--- src/rtl/mmcm_drp_rmw_seq_pkg.sv ---
// mmcm_drp_rmw_seq_pkg: shared state encoding, error codes and entry field widths
package mmcm_drp_rmw_seq_pkg;

    localparam int ADDR_W  = 7;
    localparam int DATA_W  = 16;
    localparam int ENTRY_W = ADDR_W + 2 * DATA_W;
    localparam int STATE_W = 4;

    localparam logic [STATE_W-1:0] S_IDLE      = 4'd0;
    localparam logic [STATE_W-1:0] S_RST       = 4'd1;
    localparam logic [STATE_W-1:0] S_RD_REQ    = 4'd2;
    localparam logic [STATE_W-1:0] S_RD_WAIT   = 4'd3;
    localparam logic [STATE_W-1:0] S_WR_REQ    = 4'd4;
    localparam logic [STATE_W-1:0] S_WR_WAIT   = 4'd5;
    localparam logic [STATE_W-1:0] S_NEXT      = 4'd6;
    localparam logic [STATE_W-1:0] S_RELEASE   = 4'd7;
    localparam logic [STATE_W-1:0] S_LOCK_WAIT = 4'd8;
    localparam logic [STATE_W-1:0] S_DONE      = 4'd9;

    localparam logic [1:0] ERR_NONE = 2'd0;
    localparam logic [1:0] ERR_DRDY = 2'd1;
    localparam logic [1:0] ERR_LOCK = 2'd2;

    // mask bits set to 1 keep the register's old value; data is already pre-masked
    function automatic logic [DATA_W-1:0] rmw_merge(
        input logic [DATA_W-1:0] old_val,
        input logic [DATA_W-1:0] mask,
        input logic [DATA_W-1:0] data
    );
        return (old_val & mask) | data;
    endfunction

endpackage

--- src/rtl/mmcm_drp_rmw_table.sv ---
// mmcm_drp_rmw_table: {addr, mask, data} register file, sync write, comb read
module mmcm_drp_rmw_table
    import mmcm_drp_rmw_seq_pkg::*;
#(
    parameter int pNUM_ENTRIES = 8
) (
    input  logic                            clk_usb,
    input  logic                            we,
    input  logic [$clog2(pNUM_ENTRIES)-1:0] wr_idx,
    input  logic [ENTRY_W-1:0]              wr_entry,
    input  logic [$clog2(pNUM_ENTRIES)-1:0] rd_idx,
    output logic [ENTRY_W-1:0]              rd_entry
);

    logic [ENTRY_W-1:0] mem [pNUM_ENTRIES];

    // contents are deliberately not reset; only an idle-time write changes them
    always_ff @(posedge clk_usb) begin
        if (we) mem[wr_idx] <= wr_entry;
    end

    assign rd_entry = mem[rd_idx];

endmodule

--- src/rtl/mmcm_drp_rmw_seq.sv ---
// mmcm_drp_rmw_seq: holds MMCM in reset, read-modify-writes DRP registers from a table, waits for lock
module mmcm_drp_rmw_seq
    import mmcm_drp_rmw_seq_pkg::*;
#(
    parameter int pNUM_ENTRIES  = 8,
    parameter int pDRDY_TIMEOUT = 63,
    parameter int pLOCK_TIMEOUT = 65535
) (
    input  logic                            clk_usb,
    input  logic                            reset_i,
    input  logic                            start_i,
    input  logic [$clog2(pNUM_ENTRIES):0]   num_entries_i,
    input  logic                            tbl_we_i,
    input  logic [$clog2(pNUM_ENTRIES)-1:0] tbl_idx_i,
    input  logic [6:0]                      tbl_addr_i,
    input  logic [15:0]                     tbl_mask_i,
    input  logic [15:0]                     tbl_data_i,
    output logic [6:0]                      drp_addr,
    output logic                            drp_den,
    output logic [15:0]                     drp_din,
    output logic                            drp_dwe,
    input  logic [15:0]                     drp_dout,
    input  logic                            drp_drdy,
    output logic                            mmcm_rst_o,
    input  logic                            mmcm_locked_i,
    output logic                            busy_o,
    output logic                            done_o,
    output logic [1:0]                      error_o
);

    localparam int IDX_W  = $clog2(pNUM_ENTRIES);
    localparam int CNT_W  = IDX_W + 1;
    localparam int DCNT_W = $clog2(pDRDY_TIMEOUT + 1);
    localparam int LCNT_W = $clog2(pLOCK_TIMEOUT + 1);
    localparam logic [CNT_W-1:0]  MAX_CNT   = CNT_W'(pNUM_ENTRIES);
    localparam logic [DCNT_W-1:0] DRDY_LAST = DCNT_W'(pDRDY_TIMEOUT - 1);
    localparam logic [LCNT_W-1:0] LOCK_LAST = LCNT_W'(pLOCK_TIMEOUT - 1);

    logic [STATE_W-1:0] state;
    logic [STATE_W-1:0] state_nx;
    logic [CNT_W-1:0]   idx;
    logic [CNT_W-1:0]   num;
    logic [DCNT_W-1:0]  dcnt;
    logic [LCNT_W-1:0]  lcnt;
    logic [ENTRY_W-1:0] entry;
    logic [ADDR_W-1:0]  e_addr;
    logic [DATA_W-1:0]  e_mask;
    logic [DATA_W-1:0]  e_data;
    logic               drdy_to;
    logic               lock_to;
    logic               in_wait;
    logic               start_go;

    assign {e_addr, e_mask, e_data} = entry;
    assign in_wait  = state == S_RD_WAIT || state == S_WR_WAIT;
    assign drdy_to  = dcnt == DRDY_LAST;
    assign lock_to  = lcnt == LOCK_LAST;
    assign start_go = state == S_IDLE && start_i;

    mmcm_drp_rmw_table #(.pNUM_ENTRIES(pNUM_ENTRIES)) u_table (
        .clk_usb  (clk_usb),
        .we       (tbl_we_i && state == S_IDLE),
        .wr_idx   (tbl_idx_i),
        .wr_entry ({tbl_addr_i, tbl_mask_i, tbl_data_i}),
        .rd_idx   (idx[IDX_W-1:0]),
        .rd_entry (entry)
    );

    // state register
    always_ff @(posedge clk_usb) begin
        if (reset_i) state <= S_IDLE;
        else         state <= state_nx;
    end

    // next-state logic; a drdy timeout releases reset and skips the lock wait
    always_comb begin
        state_nx = state;
        case (state)
            S_IDLE:      state_nx = start_i ? S_RST : S_IDLE;
            S_RST:       state_nx = (num != '0) ? S_RD_REQ : S_RELEASE;
            S_RD_REQ:    state_nx = S_RD_WAIT;
            S_RD_WAIT:   state_nx = drp_drdy ? S_WR_REQ : drdy_to ? S_RELEASE : S_RD_WAIT;
            S_WR_REQ:    state_nx = S_WR_WAIT;
            S_WR_WAIT:   state_nx = drp_drdy ? S_NEXT : drdy_to ? S_RELEASE : S_WR_WAIT;
            S_NEXT:      state_nx = (idx + 1'b1 == num) ? S_RELEASE : S_RD_REQ;
            S_RELEASE:   state_nx = (error_o == ERR_DRDY) ? S_IDLE : S_LOCK_WAIT;
            S_LOCK_WAIT: state_nx = mmcm_locked_i ? S_DONE : lock_to ? S_IDLE : S_LOCK_WAIT;
            S_DONE:      state_nx = S_IDLE;
            default:     state_nx = S_IDLE;
        endcase
    end

    // outputs decoded from state; den lasts only the single request cycle
    always_comb begin
        drp_den    = state == S_RD_REQ || state == S_WR_REQ;
        drp_dwe    = state == S_WR_REQ;
        drp_addr   = (state inside {S_RD_REQ, S_RD_WAIT, S_WR_REQ, S_WR_WAIT}) ? e_addr : '0;
        mmcm_rst_o = state inside {S_RST, S_RD_REQ, S_RD_WAIT, S_WR_REQ, S_WR_WAIT, S_NEXT, S_RELEASE};
        busy_o     = state != S_IDLE;
        done_o     = state == S_DONE;
    end

    // datapath: entry index, sampled count, merged write data, timeout counters, sticky error
    always_ff @(posedge clk_usb) begin
        if (reset_i) begin
            idx     <= '0;
            num     <= '0;
            dcnt    <= '0;
            lcnt    <= '0;
            drp_din <= '0;
            error_o <= ERR_NONE;
        end else begin
            if (start_go) begin
                idx     <= '0;
                num     <= (num_entries_i > MAX_CNT) ? MAX_CNT : num_entries_i;
                error_o <= ERR_NONE;
            end
            if (drp_den) dcnt <= '0;
            else if (in_wait) dcnt <= dcnt + 1'b1;
            if (state == S_RD_WAIT && drp_drdy) drp_din <= rmw_merge(drp_dout, e_mask, e_data);
            if (in_wait && !drp_drdy && drdy_to) error_o <= ERR_DRDY;
            if (state == S_NEXT) idx <= idx + 1'b1;
            if (state == S_RELEASE) lcnt <= '0;
            else if (state == S_LOCK_WAIT) lcnt <= lcnt + 1'b1;
            if (state == S_LOCK_WAIT && !mmcm_locked_i && lock_to) error_o <= ERR_LOCK;
        end
    end

endmodule

--- config.mk ---
export PLATFORM = sky130hd
export DESIGN_NAME = mmcm_drp_rmw_seq
export DESIGN_NICKNAME = d
export VERILOG_FILES = /design/src/rtl/mmcm_drp_rmw_seq_pkg.sv /design/src/rtl/mmcm_drp_rmw_table.sv /design/src/rtl/mmcm_drp_rmw_seq.sv
export SDC_FILE = /design/constraint.sdc
export NUM_CORES = 1
export LEC_CHECK = 0
export ABC_AREA = 0
export BUFFER_PORTS_ARGS = -buffer_cell sky130_fd_sc_hd__clkbuf_2
export CAP_MARGIN = 10
export CORE_MARGIN = 2
export CORE_UTILIZATION = 50
export DETAILED_ROUTE_END_ITERATION = 12
export PLACE_DENSITY = 0.8
export SYNTH_ARGS = -nofsm -noshare
export SYNTH_HDL_FRONTEND = slang
export SYNTH_SLANG_ARGS = --single-unit
--- constraint.sdc ---
create_clock -name clk_usb -period 5.2 [get_ports clk_usb]
set_input_delay 0 -clock clk_usb [delete_from_list [all_inputs] [get_ports clk_usb]]
set_output_delay 0 -clock clk_usb [all_outputs]
set_load 0.05 [all_outputs]
# ---- After elaboration in Yosys (flattened, before gate mapping)
# Memory sizes are Yosys's and may differ from the RTL's. A register that Yosys moved wholly into a read port is not among the register bits.
# Cells that the tools add are included.
dict set report classes {
  reduce_logical 22
  bitwise 2
  order_cmp 1
  eq_ne 13
  muxes 22
  add_sub_neg 3
}
# operator count
set op_table {}
lappend op_table {{$pmux 4 s9} 1}
lappend op_table {{$mux 4} 6}
lappend op_table {{$mux 3} 6}
lappend op_table {{$add 16x1->16 const B} 1}
lappend op_table {{$and 16x16->16} 1}
lappend op_table {{$eq 16x16->1 const B} 1}
lappend op_table {{$eq 4x3->1 const B} 4}
lappend op_table {{$or 16x16->16} 1}
lappend op_table {{$reduce_bool 4->1} 3}
lappend op_table {{$mux 2} 5}
lappend op_table {{$eq 4x2->1 const B} 2}
lappend op_table {{$eq 4x4->1 const B} 2}
lappend op_table {{$logic_and 1x1->1} 7}
lappend op_table {{$mux 7} 1}
lappend op_table {{$reduce_bool 7->1} 1}
lappend op_table {{$add 6x1->6 const B} 1}
lappend op_table {{$eq 6x6->1 const B} 1}
lappend op_table {{$reduce_or 2->1} 3}
lappend op_table {{$add 4x1->4 const B} 1}
lappend op_table {{$eq 4x1->1 const B} 1}
lappend op_table {{$eq 4x4->1} 1}
lappend op_table {{$gt 4x4->1 const B} 1}
lappend op_table {{$logic_not 4->1} 1}
lappend op_table {{$reduce_bool 2->1} 2}
lappend op_table {{5 further kinds} 9}
dict set report totals {
  ff_bits 52
  out_inout_bits 30
  mem_count 1
  inputBits 68
  ramBits 312
  word_cells 72
}
# memory words word_bits read_ports rd_ports_with_merged_regs write_ports line
set memory_table {}
lappend memory_table {u_table.mem 8 39 1 1 1 mmcm_drp_rmw_table.sv:15} ;# logic [ENTRY_W-1:0] mem [pNUM_ENTRIES];

# ---- Logic depth before layout (Yosys ltp)
dict set report depth {
  depth_word 6
  depth_mapped 8
}

# ---- Hierarchy
# A second synthesis with hierarchy kept.
dict set report hier_totals {
  hier_cells 771
  area_unflattened_um2 14380.0
}
# mod seq_area_each_um2 n_inst cells_each area_per_inst_um2
set by_module_without_submodules {}
lappend by_module_without_submodules {mmcm_drp_rmw_table 9369.0 1 464 11848.9}
lappend by_module_without_submodules {mmcm_drp_rmw_seq 1041.0 1 307 2531.2}

# ---- Worst setup path after synthesis
# OpenSTA, ideal clock, no wires.
dict set report synth_timing {
  kind {reg-to-reg}
  startpoint {register state[0]}
  endpoint {memory u_table.mem[1][0] in the netlist's numbering (enable)}
  stages_incl_launch_ff 5
  t_arrival_ns 3.745
  n_path_buf 1
  setup_slack_ns 0.971
  path_cell_list {dfxtp_1 -> buf_2 -> nor4_2 -> nand3_1 -> nor3_1}
}
dict set report synth_between {
  elab_chain_len 4
}
# item line
set synth_rtl {}
lappend synth_rtl {{start, declared} mmcm_drp_rmw_seq.sv:39} ;# logic [STATE_W-1:0] state;
lappend synth_rtl {{start signal, assigned} mmcm_drp_rmw_seq.sv:72} ;# else state <= state_nx;
lappend synth_rtl {{$logic_not 4->1} mmcm_drp_rmw_seq.sv:62} ;# .we (tbl_we_i && state == S_IDLE),
lappend synth_rtl {{$logic_and 1x1->1} mmcm_drp_rmw_seq.sv:62}
lappend synth_rtl {{$mux 1} mmcm_drp_rmw_table.sv:19} ;# if (we) mem[wr_idx] <= wr_entry;
lappend synth_rtl {{$mux 1 (implied by the code)} mmcm_drp_rmw_table.sv:19}
lappend synth_rtl {{end, declared} mmcm_drp_rmw_table.sv:15}
# Every way passes these cells.

# ---- Final worst setup path
dict set report layout_timing {
  startpoint {register state[1]}
  endpoint {memory u_table.mem[1][11] in the netlist's numbering (enable)}
}
# The elaborated chain is that of the path after synthesis.

==> reports/results.ini <==
[status]
outcome=finished clean

[grt]
grt_antenna_before_repair=2
grt_pass1_wl_um=47000
grt.overflow.total=0
grt_max_degree=45
grt_usage_pct=20.1
grt_pass1_vias=8558

[timing]
period_share_pct=59.0
period_minus_slack_ns=3.07
relSlewSlack_pct=15.4
hold_viol=0
rsz0062_at_grt=false
setup_tns_ns=0
finalMaxSlewViolations=0
worst_slew_pin_slew_ns=1.27
max_freq_mhz=326
fin_worst_skew_ns=0.0187
setup_viol=0
setup_slack_ns=2.13

[cts]
cts-buffers-inserted=37
cts_sinks=367
clock_tree.root_cell=clkbuf_16
clk_latency_ns=0.53
cts.reportedPaths.clkPinSlew_ns=0.06
cts_max_path_buffers=3
post-cts-setup-buffers=0
cts_tree=done
cts_htree_levels=2

[yosys]
async_flop_share_pct=0
yosys_warnings=0
synth_edf_count=312
synth_cell_types=53
synth_commonest_cells=312 x edfxtp_1, 55 x dfxtp_1, 50 x nand2_1
synth_seq_cells=367
synth.most_common_cell=edfxtp_1
syn_area_um2=14400
avgSynthCellArea_um2=16.5
syn_nets=944
synth_top_area_cell=edfxtp_1
syn_inst=871
synth_top_area_share_pct=65.3
synthTopCellsByArea=edfxtp_1 65%, dfxtp_1 7.7%, mux4_2 6.6%, mux2i_1 3.1%, a21oi_1 1.6%
synth_seq_area_share_pct=72.9
synth-main-ff-cell=edfxtp_1

[flow_run]
cap_violations=0

[pwr]
pwr-share-clk_pct=38.1
vdd_drop_max_v=0.000256
powerDensity_nw_per_um2=395
swShare_pct=25.1
p_seq_share_pct=50.5
power_switching_w=0.00171
p_leak_nw=5.53
p_comb_share_pct=11.4
p_int_w=0.00509
total_power_w=0.00680

[finish]
areaGrowthSynthToFinish_pct=19.9
final_util_pct=60.5
drive_gt1_share_pct=21.6
num-nets-final=1125
finalNonFillerCells=1464

[floorplan]
rows=62
start_util_pct=50.4
coreArea_um2=28500
dieHeight_um=173
die_x_um=173
ios=98
dieArea_um2=30100

[setup_path]
endpoint_kind=register
reg2reg_to=u_table.mem[1][11]
crit_start=state[1]
r2r-start=state[1]
crit_required_ns=5.37
crit_type=register to register
cp_max_fo=14
start_kind=register
cp.arrival_ns=3.24
critPathCapture=u_table.mem[1][11]
reg2reg_depth=4
rrSetupSlack_ns=2.13

[route]
drc_errors=0
dr_total_vias=8514
drt-vias-per-instance=5.82
ant_nets=0
firstDrtPassIters=5
wl_per_cell_um=20.7
drtIter0Drc=1006
routed_wl_um=30300

[place]
hpwlAfterDp_um=18000
dp_slack_ns=2.03
placedCellCount=1325
globalplace.congestion=0.858
port_buffers=97

[hold_path]
hold_path_class=input pin to register
worstHoldStart=tbl_idx_i[2]

[layout by cell type (no fill, tap or decap), types with 4 or more instances in the layout]
cell and count:
clkinv_1 8, buf_4 13, and2_1 5, o21ai_0 22, or4_1 6, or3_1 4
a211oi_1 18, nand2b_1 4, xor2_1 10, a22o_1 5, mux2_2 10, nor3b_1 9
o2111ai_1 9, edfxtp_1 312, inv_1 12, nor2_4 6, o31ai_1 6, clkbuf_1 7
xnor2_1 8, ha_1 5, dlygate4sd3_1 71, nor3_2 4, clkbuf_16 38, nor4_1 9
nand2_1 50, nor3_1 12, o21ai_1 6, a22oi_1 18, nand3b_1 6, mux4_2 42
nor2_1 24, mux2i_1 45, nand4_1 9, o22ai_1 5, a21oi_1 46, dfxtp_1 53
clkbuf_2 97, clkinv_2 5, nand3_1 20
[layout make-up]
class                      instances  area, µm²
sequential                       367      10500
multi-input combinational        450       3700
timing repair buffer             182       1310
clock buffer                      46        991
fill                            2061      11300
clock inverter                    20        200
antenna                            1       2.50
inverter                          14       52.6
tap                              384        480
[worst min-delay path by stage]
| stage | to | slack [ns] | depth (start not counted) |
|---|---|---|---|
| floorplan | drp_din[3] | 0.08 | 1 |
| finish | u_table.mem[6][14] | 0.14 | 3 |
| global placement | num[3] | 0.26 | 3 |
| CTS | u_table.mem[6][14] | 0.11 | 3 |
| detailed placement | num[3] | 0.26 | 3 |
| global route | u_table.mem[6][14] | 0.15 | 3 |
[flip-flops by register name, summed over array words and instances (netlist names), named ones only]
signal and flops:
dcnt 6, lcnt 16, u_table.mem 312, error_o 2, num 4, idx 4, drp_din 16, state 4
[through the flow]
step           cell area [µm²]  hold slack, ns
2_1_floorplan            14400          0.0785
3_3_place_gp             15300           0.257
3_5_place_dp             15300           0.259
4_1_cts                  17200           0.111
5_1_grt                  17200           0.152
6_report                 17200           0.142
[cells by family (layout without fill, tap and decap cells)]
logic type               after synthesis  count (layout)  synth area share [%]
XOR/XNOR                              18              18                  1.10
AO/OA/AOI/OAI                        145             145                  6.41
other                                  0               1                     0
buffers and inverters                 54             262                  1.71
multiplexers                          97              97                  10.5
AND/OR/NAND/NOR                      185             185                  6.91
adder cells (fa/ha/maj)                5               5                 0.436
flip-flops                           367             367                  72.9
[worst max-delay path, stage by stage (launching register included)]
cell and delay (ns):
dfxtp_1 0.48, nor4_2 0.63, nand3_1 0.42, nor3_2 0.33, dlygate4sd3_1 0.86
[power groups by stage]
stage | Combinational (W) | Clock [W] | Sequential [W]
floorplan | 0.000505 | 0 | 0.00347
global placement | 0.000707 | 0 | 0.00348
detailed placement | 0.000720 | 0 | 0.00350
CTS | 0.000774 | 0.00263 | 0.00343
global route | 0.000836 | 0.00275 | 0.00345
finish | 0.000774 | 0.00259 | 0.00344
[layer usage]
layer  GRT usage, %  vias up  part of all wire (%)
met5              0        -                 0.043
met4           6.36        2                   2.4
met3           3.99       57                   7.2
met2           33.2      356                    50
met1           27.1     4272                    40
li1               -     3827                     -
[what timing repair did]
action | in CTS | in global routing
hold buffers | 71 | 0
setup endpoints to repair | 0 | 0
endpoints found under the hold margin | 350 | 0
gates resized for setup | 0 | 0
No activity file was read; power rests on OpenSTA's default activity.
